### src/rtl/psec6_spi_core.sv
// psec6_spi_core: SPI slave register file, instruction decoder and sampling clk_enable control (optional PLL gating: PSEC6_SPI_PLL_GATE_EN).
// Latency: writes and instruction strobes land on the 16th frame edge; read data drives poci_spi from the 8th edge.
// Backpressure: none, the host owns spi_clk and every frame is accepted; trigger_in clears clk_enable asynchronously.
module psec6_spi_core (
    input  logic       spi_clk,
    input  logic       rst,
    input  logic       cs,
    input  logic       pico,
    input  logic       trigger_in,
    input  logic       pll_locked,
    output logic       poci_spi,
    output logic       clk_enable,
    output logic [5:0] vco_digital_band,
    output logic [7:0] trigger_channel_mask,
    output logic [1:0] mode,
    output logic [7:0] disc_polarity,
    output logic [4:0] ref_clk_sel,
    output logic       slow_mode,
    output logic [5:0] trigger_delay,
    output logic       pll_switch,
    output logic [2:0] select_reg,
    output logic       inst_rst,
    output logic       inst_readout,
    output logic       inst_start
);

    localparam logic [6:0] ADDR_VCO    = 7'd1;
    localparam logic [6:0] ADDR_MASK   = 7'd2;
    localparam logic [6:0] ADDR_INST   = 7'd3;
    localparam logic [6:0] ADDR_MODE   = 7'd4;
    localparam logic [6:0] ADDR_POL    = 7'd5;
    localparam logic [6:0] ADDR_REFSEL = 7'd6;
    localparam logic [6:0] ADDR_SLOW   = 7'd7;
    localparam logic [6:0] ADDR_DELAY  = 7'd8;
    localparam logic [6:0] ADDR_PLLSW  = 7'd9;
    localparam logic [6:0] ADDR_SEL    = 7'd10;

    localparam logic [7:0] CODE_RST     = 8'd1;
    localparam logic [7:0] CODE_READOUT = 8'd2;
    localparam logic [7:0] CODE_START   = 8'd3;

    logic [3:0]  bit_cnt;
    logic [14:0] shift_in;
    logic [15:0] frame_word;
    logic        hdr_edge;
    logic        commit_edge;
    logic        wr_vld;
    logic [6:0]  wr_addr;
    logic [7:0]  wr_dat;
    logic        rd_load;
    logic [6:0]  rd_addr;
    logic [7:0]  rd_dat;
    logic [7:0]  poci_sr;
    logic        inst_wr;
    logic        rst_cmd;
    logic        readout_cmd;
    logic        start_cmd;
    logic        start_ok;
    logic        gate_clr;

    // frame_word includes the bit being sampled on this edge
    assign frame_word  = {shift_in, pico};
    assign hdr_edge    = cs & (bit_cnt == 4'd7);
    assign commit_edge = cs & (bit_cnt == 4'd15);

    assign wr_vld  = commit_edge & frame_word[15];
    assign wr_addr = frame_word[14:8];
    assign wr_dat  = frame_word[7:0];
    assign rd_load = hdr_edge & ~frame_word[7];
    assign rd_addr = frame_word[6:0];

    assign inst_wr     = wr_vld & (wr_addr == ADDR_INST);
    assign rst_cmd     = inst_wr & (wr_dat == CODE_RST);
    assign readout_cmd = inst_wr & (wr_dat == CODE_READOUT);
    assign start_cmd   = inst_wr & (wr_dat == CODE_START);

`ifdef PSEC6_SPI_PLL_GATE_EN
    assign start_ok = pll_locked;
    assign gate_clr = pll_switch & ~pll_locked;
`else
    logic unused_pll_locked;
    assign unused_pll_locked = pll_locked;
    assign start_ok          = 1'b1;
    assign gate_clr          = 1'b0;
`endif

    always_ff @(posedge spi_clk) begin
        if (rst || !cs) begin
            bit_cnt  <= 4'd0;
            shift_in <= '0;
        end else begin
            bit_cnt  <= bit_cnt + 4'd1;
            shift_in <= {shift_in[13:0], pico};
        end
    end

    always_comb begin
        rd_dat = 8'h00;
        case (rd_addr)
            ADDR_VCO:    rd_dat = {2'b00, vco_digital_band};
            ADDR_MASK:   rd_dat = trigger_channel_mask;
            ADDR_MODE:   rd_dat = {6'b0, mode};
            ADDR_POL:    rd_dat = disc_polarity;
            ADDR_REFSEL: rd_dat = {3'b0, ref_clk_sel};
            ADDR_SLOW:   rd_dat = {7'b0, slow_mode};
            ADDR_DELAY:  rd_dat = {2'b00, trigger_delay};
            ADDR_PLLSW:  rd_dat = {7'b0, pll_switch};
            ADDR_SEL:    rd_dat = {5'b0, select_reg};
            default:     rd_dat = 8'h00;
        endcase
    end

    // Load on the header edge, shift through the data phase, hold bit 0 on the last edge
    always_ff @(posedge spi_clk) begin
        if (rst || !cs) begin
            poci_sr <= '0;
        end else if (bit_cnt == 4'd7) begin
            poci_sr <= rd_load ? rd_dat : 8'h00;
        end else if (bit_cnt == 4'd15) begin
            poci_sr <= poci_sr;
        end else if (bit_cnt > 4'd7) begin
            poci_sr <= {poci_sr[6:0], 1'b0};
        end else begin
            poci_sr <= '0;
        end
    end

    assign poci_spi = poci_sr[7];

    always_ff @(posedge spi_clk) begin
        if (rst) begin
            vco_digital_band     <= '0;
            trigger_channel_mask <= '0;
            mode                 <= '0;
            disc_polarity        <= '0;
            ref_clk_sel          <= '0;
            slow_mode            <= 1'b0;
            trigger_delay        <= '0;
            pll_switch           <= 1'b0;
            select_reg           <= '0;
        end else if (wr_vld) begin
            case (wr_addr)
                ADDR_VCO:    vco_digital_band     <= wr_dat[5:0];
                ADDR_MASK:   trigger_channel_mask <= wr_dat;
                ADDR_MODE:   mode                 <= wr_dat[1:0];
                ADDR_POL:    disc_polarity        <= wr_dat;
                ADDR_REFSEL: ref_clk_sel          <= wr_dat[4:0];
                ADDR_SLOW:   slow_mode            <= wr_dat[0];
                ADDR_DELAY:  trigger_delay        <= wr_dat[5:0];
                ADDR_PLLSW:  pll_switch           <= wr_dat[0];
                ADDR_SEL:    select_reg           <= wr_dat[2:0];
                default:     ;
            endcase
        end
    end

    // Single-cycle strobes; downstream edge-detects them
    always_ff @(posedge spi_clk) begin
        if (rst) begin
            inst_rst     <= 1'b0;
            inst_readout <= 1'b0;
            inst_start   <= 1'b0;
        end else begin
            inst_rst     <= rst_cmd;
            inst_readout <= readout_cmd;
            inst_start   <= start_cmd;
        end
    end

    // trigger_in is the only asynchronous path; every clear source outranks start
    always_ff @(posedge spi_clk or posedge trigger_in) begin
        if (trigger_in) begin
            clk_enable <= 1'b0;
        end else if (rst) begin
            clk_enable <= 1'b0;
        end else if (gate_clr || rst_cmd) begin
            clk_enable <= 1'b0;
        end else if (start_cmd && start_ok) begin
            clk_enable <= 1'b1;
        end
    end

endmodule

### config.mk
export PLATFORM = sky130hd
export DESIGN_NAME = psec6_spi_core
export DESIGN_NICKNAME = d
export VERILOG_FILES = /design/src/rtl/psec6_spi_core.sv
export SDC_FILE = /design/constraint.sdc
export NUM_CORES = 1
export LEC_CHECK = 0
export BUFFER_PORTS_ARGS = -buffer_cell sky130_fd_sc_hd__clkbuf_2
export CAP_MARGIN = 20
export CELL_PAD_IN_SITES_DETAIL_PLACEMENT = 0
export CELL_PAD_IN_SITES_GLOBAL_PLACEMENT = 1
export CORE_ASPECT_RATIO = 1.25
export CORE_MARGIN = 2
export CORE_UTILIZATION = 41
export CTS_BUF_LIST = sky130_fd_sc_hd__clkbuf_4 sky130_fd_sc_hd__clkbuf_8 sky130_fd_sc_hd__clkbuf_16
export CTS_CLUSTER_DIAMETER = 80
export DETAILED_ROUTE_END_ITERATION = 6
export MAX_ROUTING_LAYER = met4
export PLACE_DENSITY = 0.89
export SKIP_LAST_GASP = 1
export SYNTH_ARGS = -nofsm -noshare
export SYNTH_HDL_FRONTEND = slang
export SYNTH_SLANG_ARGS = --single-unit
### constraint.sdc
create_clock -name spi_clk -period 2.2 [get_ports spi_clk]
set_input_delay 0.22 -clock spi_clk [delete_from_list [all_inputs] [get_ports spi_clk]]
set_output_delay 0.22 -clock spi_clk [all_outputs]
set_load 0.005 [all_outputs]
==> summary.txt, run 1 <==
Leakage: 1.41 nW
Max VDD drop: 0.410 mV
Sequential fraction of the synthesis area: 47.9%
Sw Ratio: 21.3%
CTS Buf Count: 9
Part of the power in the clock network: 46.4%
Comb power frac: 3.0%
Final setup fails: 0
Initial Utilization: 42.4%
Syn-to-layout area delta: 22.8%
Ys Warns: 0
Residual DRC: 0
# hold bufs at CTS: 1
Cell Rows: 34
CP endpoint kind: flip-flop
Post-layout min period: 2.00 ns
Avg Inst Size Synth: 8.51 um^2
Max FFs per register: 15
Post-synthesis cell type count: 44
GP Congestion: 0.896
Critical path data arrival time: 2.22 ns
Startpoint Class: flip-flop
Post-Syn Area: 0.00298 mm^2
Post-route ant nets: 0
Layout Cells excl Fill: 505
Total negative setup slack: 0 ns
Final Hold Viols: 0
DRT Pass-1 Iters: 5
Ant. Diodes: 0
Post-Syn Instances: 350
Latest clock arrival within the worst-skew pair: 0.35 ns
Top_reg_cell synth: dfxtp_1
Internal power: 2.01 mW
Clock tree buffer depth: 2
Placed cell count: 488
GRT Overall Usage: 22.5%
Chip width: 80.2 um
Die Y: 99.3 um
Critical-path cell list: or3_4 > or3_4 > nor4_1 > mux2i_1 > nor2_1
Biggest register: shift_in
Slowest stage cell, crit path: or3_4
CP Data Required Time: 2.42 ns
Initial antenna violation count: 0
Clk slew on worst S/H paths: 0.07 ns
I/O pin count: 51
GRT overflow: 0
Buffers on Ports: 49
Fin util: 52.1%
Commonest non-fill, non-tap cell in the layout: dfxtp_1
Status: finished clean
RSZ-0062 raised after global routing: false
Clk sinks: 71
Design Power: 2.55 mW
Post-synth ARST share: 1.41%
F_max: 0.500 GHz
Worst Max-Slew Pin Slew: 0.625 ns
EDFF count, synth: 0
Most frequent cells in the layout: dfxtp_1, clkbuf_2, o21ai_0
Tcrit/Tclk final: 90.9%
Largest net degree at the start of global routing: 27
WS Path Type: reg -> reg
Switching pwr: 0.544 mW
Proportion of layout cells with a drive suffix above 1: 24.1%
Vias in the first global route: 2679
# nets final: 417
Placeable Area: 0.00702 mm^2
CTS tree: built
First-pass GRT wire length: 13.5 mm
Skew final: 0.0120 ns
HP Class: in -> async
Rel. slew slack: 58.3%
Sequential Power Share: 50.6%
CP most frequent cell: or3_4
Starting DRT DRC Count: 145
Vias per inst: 5.61
H-tree levels: 3
Synth Net Count: 357
Via count: 2832
DR WL/cell: 16.5 um
Register bit total from synthesis: 71
Worst Path Max Fanout: 7
Hpwl dp: 5.98 mm
Max Cap Viol: 0
# resized after CTS: 0
Die ar.: 0.00797 mm^2
Postcts setup bufs: 0
Fin. max-slew vios: 0
Clk root buf: clkbuf_8
Routed Wire Length: 8.35 mm
Pwr/cell area: 699 mW/mm^2
Slowest cell delay on critical path: 0.45 ns
Worst hold slack: 0.237 ns
-- through the flow --
stage,setup WS (ns),instance area [um^2]
2_1_floorplan,0.383,2980
3_3_place_gp,0.219,3410
3_5_place_dp,0.228,3410
4_1_cts,0.221,3660
5_1_grt,0.128,3660
6_report,0.200,3660
-- synthesized netlist by cell type, types with 2 or more instances --
| master | count | area [um^2] |
|---|---|---|
| nor3_2 | 2 | 20.0 |
| nor2b_1 | 8 | 50.1 |
| a32o_1 | 4 | 40.0 |
| a31oi_1 | 3 | 18.8 |
| nand2b_1 | 5 | 31.3 |
| clkbuf_1 | 17 | 63.8 |
| and2_1 | 14 | 87.6 |
| a221oi_1 | 2 | 17.5 |
| a21oi_1 | 38 | 190 |
| dfxtp_1 | 70 | 1400 |
| or3_4 | 2 | 22.5 |
| or3_1 | 4 | 25.0 |
| and3_1 | 2 | 12.5 |
| nor2_1 | 31 | 116 |
| nand3_1 | 9 | 45.0 |
| o21ai_0 | 48 | 240 |
| a221o_1 | 2 | 20.0 |
| inv_1 | 4 | 15.0 |
| buf_1 | 4 | 15.0 |
| nand4_1 | 3 | 18.8 |
| mux2i_1 | 9 | 90.1 |
| a211oi_1 | 4 | 30.0 |
| buf_2 | 3 | 15.0 |
| nand2_1 | 36 | 135 |
| a22oi_1 | 4 | 30.0 |
| mux2_2 | 4 | 45.0 |
-- worst max-delay path, delay by kind of cell, from the launching register on --
family,cells,cell delay [ns]
DFF,1,0.38
muxes,1,0.23
and+or+nand+nor,4,1.28
-- kinds of logic (layout without fill, tap and decap cells) --
group	after synthesis	count (layout)	synth area share, %
adder cells (fa/ha/maj)	1	1	0.420
flip-flops	71	71	47.9
buffers and inverters	28	93	3.65
multiplexers	13	13	4.54
AO/OA/AOI/OAI	110	110	21.2
XOR/XNOR	2	2	0.588
AND/OR/NAND/NOR	125	125	21.7
-- power groups by stage --
| stage | combinational [mW] | clock, mW | sequential (mW) |
|---|---|---|---|
| 2_1_floorplan | 0.0488 | 0 | 1.32 |
| 3_3_place_gp | 0.0738 | 0 | 1.32 |
| 3_5_place_dp | 0.0740 | 0 | 1.32 |
| 4_1_cts | 0.0759 | 1.20 | 1.29 |
| 5_1_grt | 0.0843 | 1.27 | 1.29 |
| 6_report | 0.0773 | 1.18 | 1.29 |
-- layout make-up --
class	count	area, um^2
flip-flops and latches	71	1430
well taps	90	113
clock inverters	5	80.1
clock buffers	11	151
repair buffers	73	428
multi-input cells	251	1440
inverters	4	15.0
fillers	675	3360
-- final timing paths --
check,cells after the start,endpoint,startpoint,slack (ns)
min,3,clk_enable,trigger_in,0.24
min reg2reg,1,bit_cnt[0],bit_cnt[0],0.45
max in group asynchronous,3,clk_enable,trigger_in,1.87
max reg2reg,5,clk_enable,shift_in[3],0.20
max,5,clk_enable,shift_in[3],0.20
min in group spi_clk,3,trigger_channel_mask[0],pico,0.30
-- routing by layer --
metal | vias up | part of all wire [%] | GRT usage, %
met5 | - | 0 | -
met4 | 0 | 2.2 | 7.04
met3 | 20 | 5.8 | 4.54
met2 | 109 | 49 | 35.8
met1 | 1348 | 43 | 28.8
li1 | 1355 | - | -
No activity file was read; power rests on OpenSTA's default activity.
==> run 2: changes to the inputs <==
--- a/config.mk
+++ b/config.mk
@@ -17,6 +17,7 @@
 export DETAILED_ROUTE_END_ITERATION = 6
 export MAX_ROUTING_LAYER = met4
 export PLACE_DENSITY = 0.89
+export RECOVER_POWER = 50
 export SKIP_LAST_GASP = 1
 export SYNTH_ARGS = -nofsm -noshare
 export SYNTH_HDL_FRONTEND = slang
==> summary.txt, run 2 (same netlist as run 1, synthesis figures left out) <==
Met2 usage: 35.8% (unchanged)
Clock tree buffer depth: 2 (unchanged)
Top Usage Layer GRT: met2
Cell Rows: 34 (unchanged)
HP Class: in -> async
Worst Max-Slew Pin Slew: 0.947 ns (+0.321 ns)
Via count: 2841 (+0.32%)
Residual DRC: 0 (unchanged)
Part of the power in the clock network: 46.5% (about the same)
RSZ-0062 raised after global routing: false
CTS tree: built
Largest net degree at the start of global routing: 27 (unchanged)
# nets final: 417 (unchanged)
Design area: 0.00363 mm^2 (-0.65%)
Largest delay share family, worst path: simple AND/OR/NAND/NOR gates
RR Endpoint: clk_enable
Initial Utilization: 42.4% (unchanged)
Proportion of layout cells with a drive suffix above 1: 20.5% (-3.6 points)
Die Y: 99.3 um (unchanged)
Met1 GRT Util: 28.8% (unchanged)
Biggest register: shift_in
Initial antenna violation count: 0 (unchanged)
Starting DRT DRC Count: 166 (+14%)
Final Hold Viols: 0 (unchanged)
R2r setup slk: 0.21 ns (about the same)
Rel. slew slack: 36.9% (-21 points)
Hpwl dp: 5.98 mm (unchanged)
Max VDD drop: 0.410 mV (about the same)
Vias in the first global route: 2679 (unchanged)
Latest clock arrival within the worst-skew pair: 0.35 ns (about the same)
Max Cap Viol: 0 (unchanged)
CP Data Required Time: 2.42 ns (about the same)
Buffers on Ports: 49 (unchanged)
Ant. Diodes: 0 (unchanged)
Clk root buf: clkbuf_8
Post-DP Area: 0.00341 mm^2 (unchanged)
Sequential Power Share: 50.6% (about the same)
CP endpoint kind: flip-flop
GRT Overall Usage: 22.5% (unchanged)
Placeable Area: 0.00702 mm^2 (unchanged)
GP Congestion: 0.896 (unchanged)
Post-route ant nets: 0 (unchanged)
Max FFs per register: 15 (unchanged)
Most frequent cells in the layout: dfxtp_1, o21ai_0, a21oi_1
Final setup fails: 0 (unchanged)
DR WL/cell: 16.4 um (-0.89%)
CTS Buf Count: 9 (unchanged)
Sw Ratio: 21.3% (+0.049 points)
GR Util met3: 4.54% (unchanged)
I/O pin count: 51 (unchanged)
CP most frequent cell: or3_4
DRT Pass-1 Iters: 5 (unchanged)
Slowest stage cell, crit path: or3_4
Postcts setup bufs: 0 (unchanged)
F_max: 0.502 GHz (+0.38%)
Worst Path Max Fanout: 7 (unchanged)
Fin. max-slew vios: 0 (unchanged)
Slowest cell delay on critical path: 0.45 ns (about the same)
Comb power frac: 2.9% (about the same)
Internal power: 2.01 mW (about the same)
Skew final: 0.0124 ns (+0.000368 ns)
R2R cell count: 5 (unchanged)
Status: finished clean
Worst setup path start: shift_in[3]
Worst hold slack: 0.235 ns (-0.00106 ns)
Chip width: 80.2 um (unchanged)
Syn-to-layout area delta: 22.0%
Critical-path cell list: or3_4 > or3_4 > nor4_1 > mux2i_1 > nor2_1
Tcrit/Tclk final: 90.6% (-0.35 points)
Commonest non-fill, non-tap cell in the layout: dfxtp_1
WS Path Type: reg -> reg
H-tree levels: 3 (unchanged)
Switching pwr: 0.545 mW (+0.20%)
Clk slew on worst S/H paths: 0.07 ns (about the same)
Startpoint Class: flip-flop
Routed Wire Length: 8.28 mm (-0.89%)
Pwr/cell area: 703 mW/mm^2 (+0.62%)
RR Startpoint: shift_in[3]
Die ar.: 0.00797 mm^2 (unchanged)
Post-layout min period: 1.99 ns (-0.00760 ns)
Buf+Inv Stages, Crit Path: 0 (unchanged)
Clk sinks: 71 (unchanged)
Total negative setup slack: 0 ns (unchanged)
Vias per inst: 5.63 (+0.32%)
Critical path data arrival time: 2.21 ns (about the same)
Leakage: 1.35 nW (-4.1%)
GRT overflow: 0 (unchanged)
First-pass GRT wire length: 13.5 mm (unchanged)
==> run 2: changes by cell type in the layout (fill, tap and decap cells not counted) <==
cell      change
buf_4         -2
and2_0        +5
clkbuf_2     -13
and2_1        -5
clkbuf_1     +15
==> run 2: timing repair <==
| item | CTS | global route |
|---|---|---|
| resized for setup | 0 | 0 |
| hold endpoints to repair | 1 | 0 |
| hold buffers | 1 | 0 |
==> run 2: final cells by class <==
cell class | instances | area, um^2
fillers | 685 | 3390
multi-input cells | 251 | 1440
flip-flops and latches | 71 | 1430
repair buffers | 73 | 404
clock buffers | 11 | 151
well taps | 90 | 113
clock inverters | 5 | 80.1
inverters | 4 | 15.0
==> run 2: power by group through the flow <==
stage               Sequential (mW)  Clock (mW)  Combinational, mW
floorplan                      1.32           0             0.0488
global placement               1.32           0             0.0738
detailed placement             1.32           0             0.0740
CTS                            1.29        1.20             0.0759
global route                   1.29        1.27             0.0824
finish                         1.29        1.19             0.0749
==> run 2: worst max path at each step <==
| stage | endpoint | cells after the start |
|---|---|---|
| finish | clk_enable | 5 |
| global route | clk_enable | 5 |
| CTS | clk_enable | 5 |
| detailed placement | clk_enable | 5 |
| global placement | clk_enable | 5 |
| floorplan | poci_sr[4] | 7 |
==> run 2: per-layer routing <==
metal  share of wire (%)  wire length [um]  vias up
li1                    -                 -     1351
met1                  43              3540     1365
met2                  49              4030      111
met3                 6.5               540       14
met4                 2.0               169        0
met5                   0                 0        -
==> run 2: worst register-to-register path: cells and delay by family, from the launching register on <==
kind | cells | cell delay (ns)
AND/OR/NAND/NOR | 4 | 1.27
flip-flops | 1 | 0.38
multiplexers | 1 | 0.23
==> run 2: per-stage QoR <==
step                setup slack, ns  std cells  utilization, %  power [mW]
CTS                           0.221        505            52.1        2.57
floorplan                     0.383        350               -        1.37
detailed placement            0.228        488            48.6        1.40
finish                        0.207        505            51.7        2.55
global placement              0.219        488            48.6        1.40
global route                  0.128        505            51.7        2.64
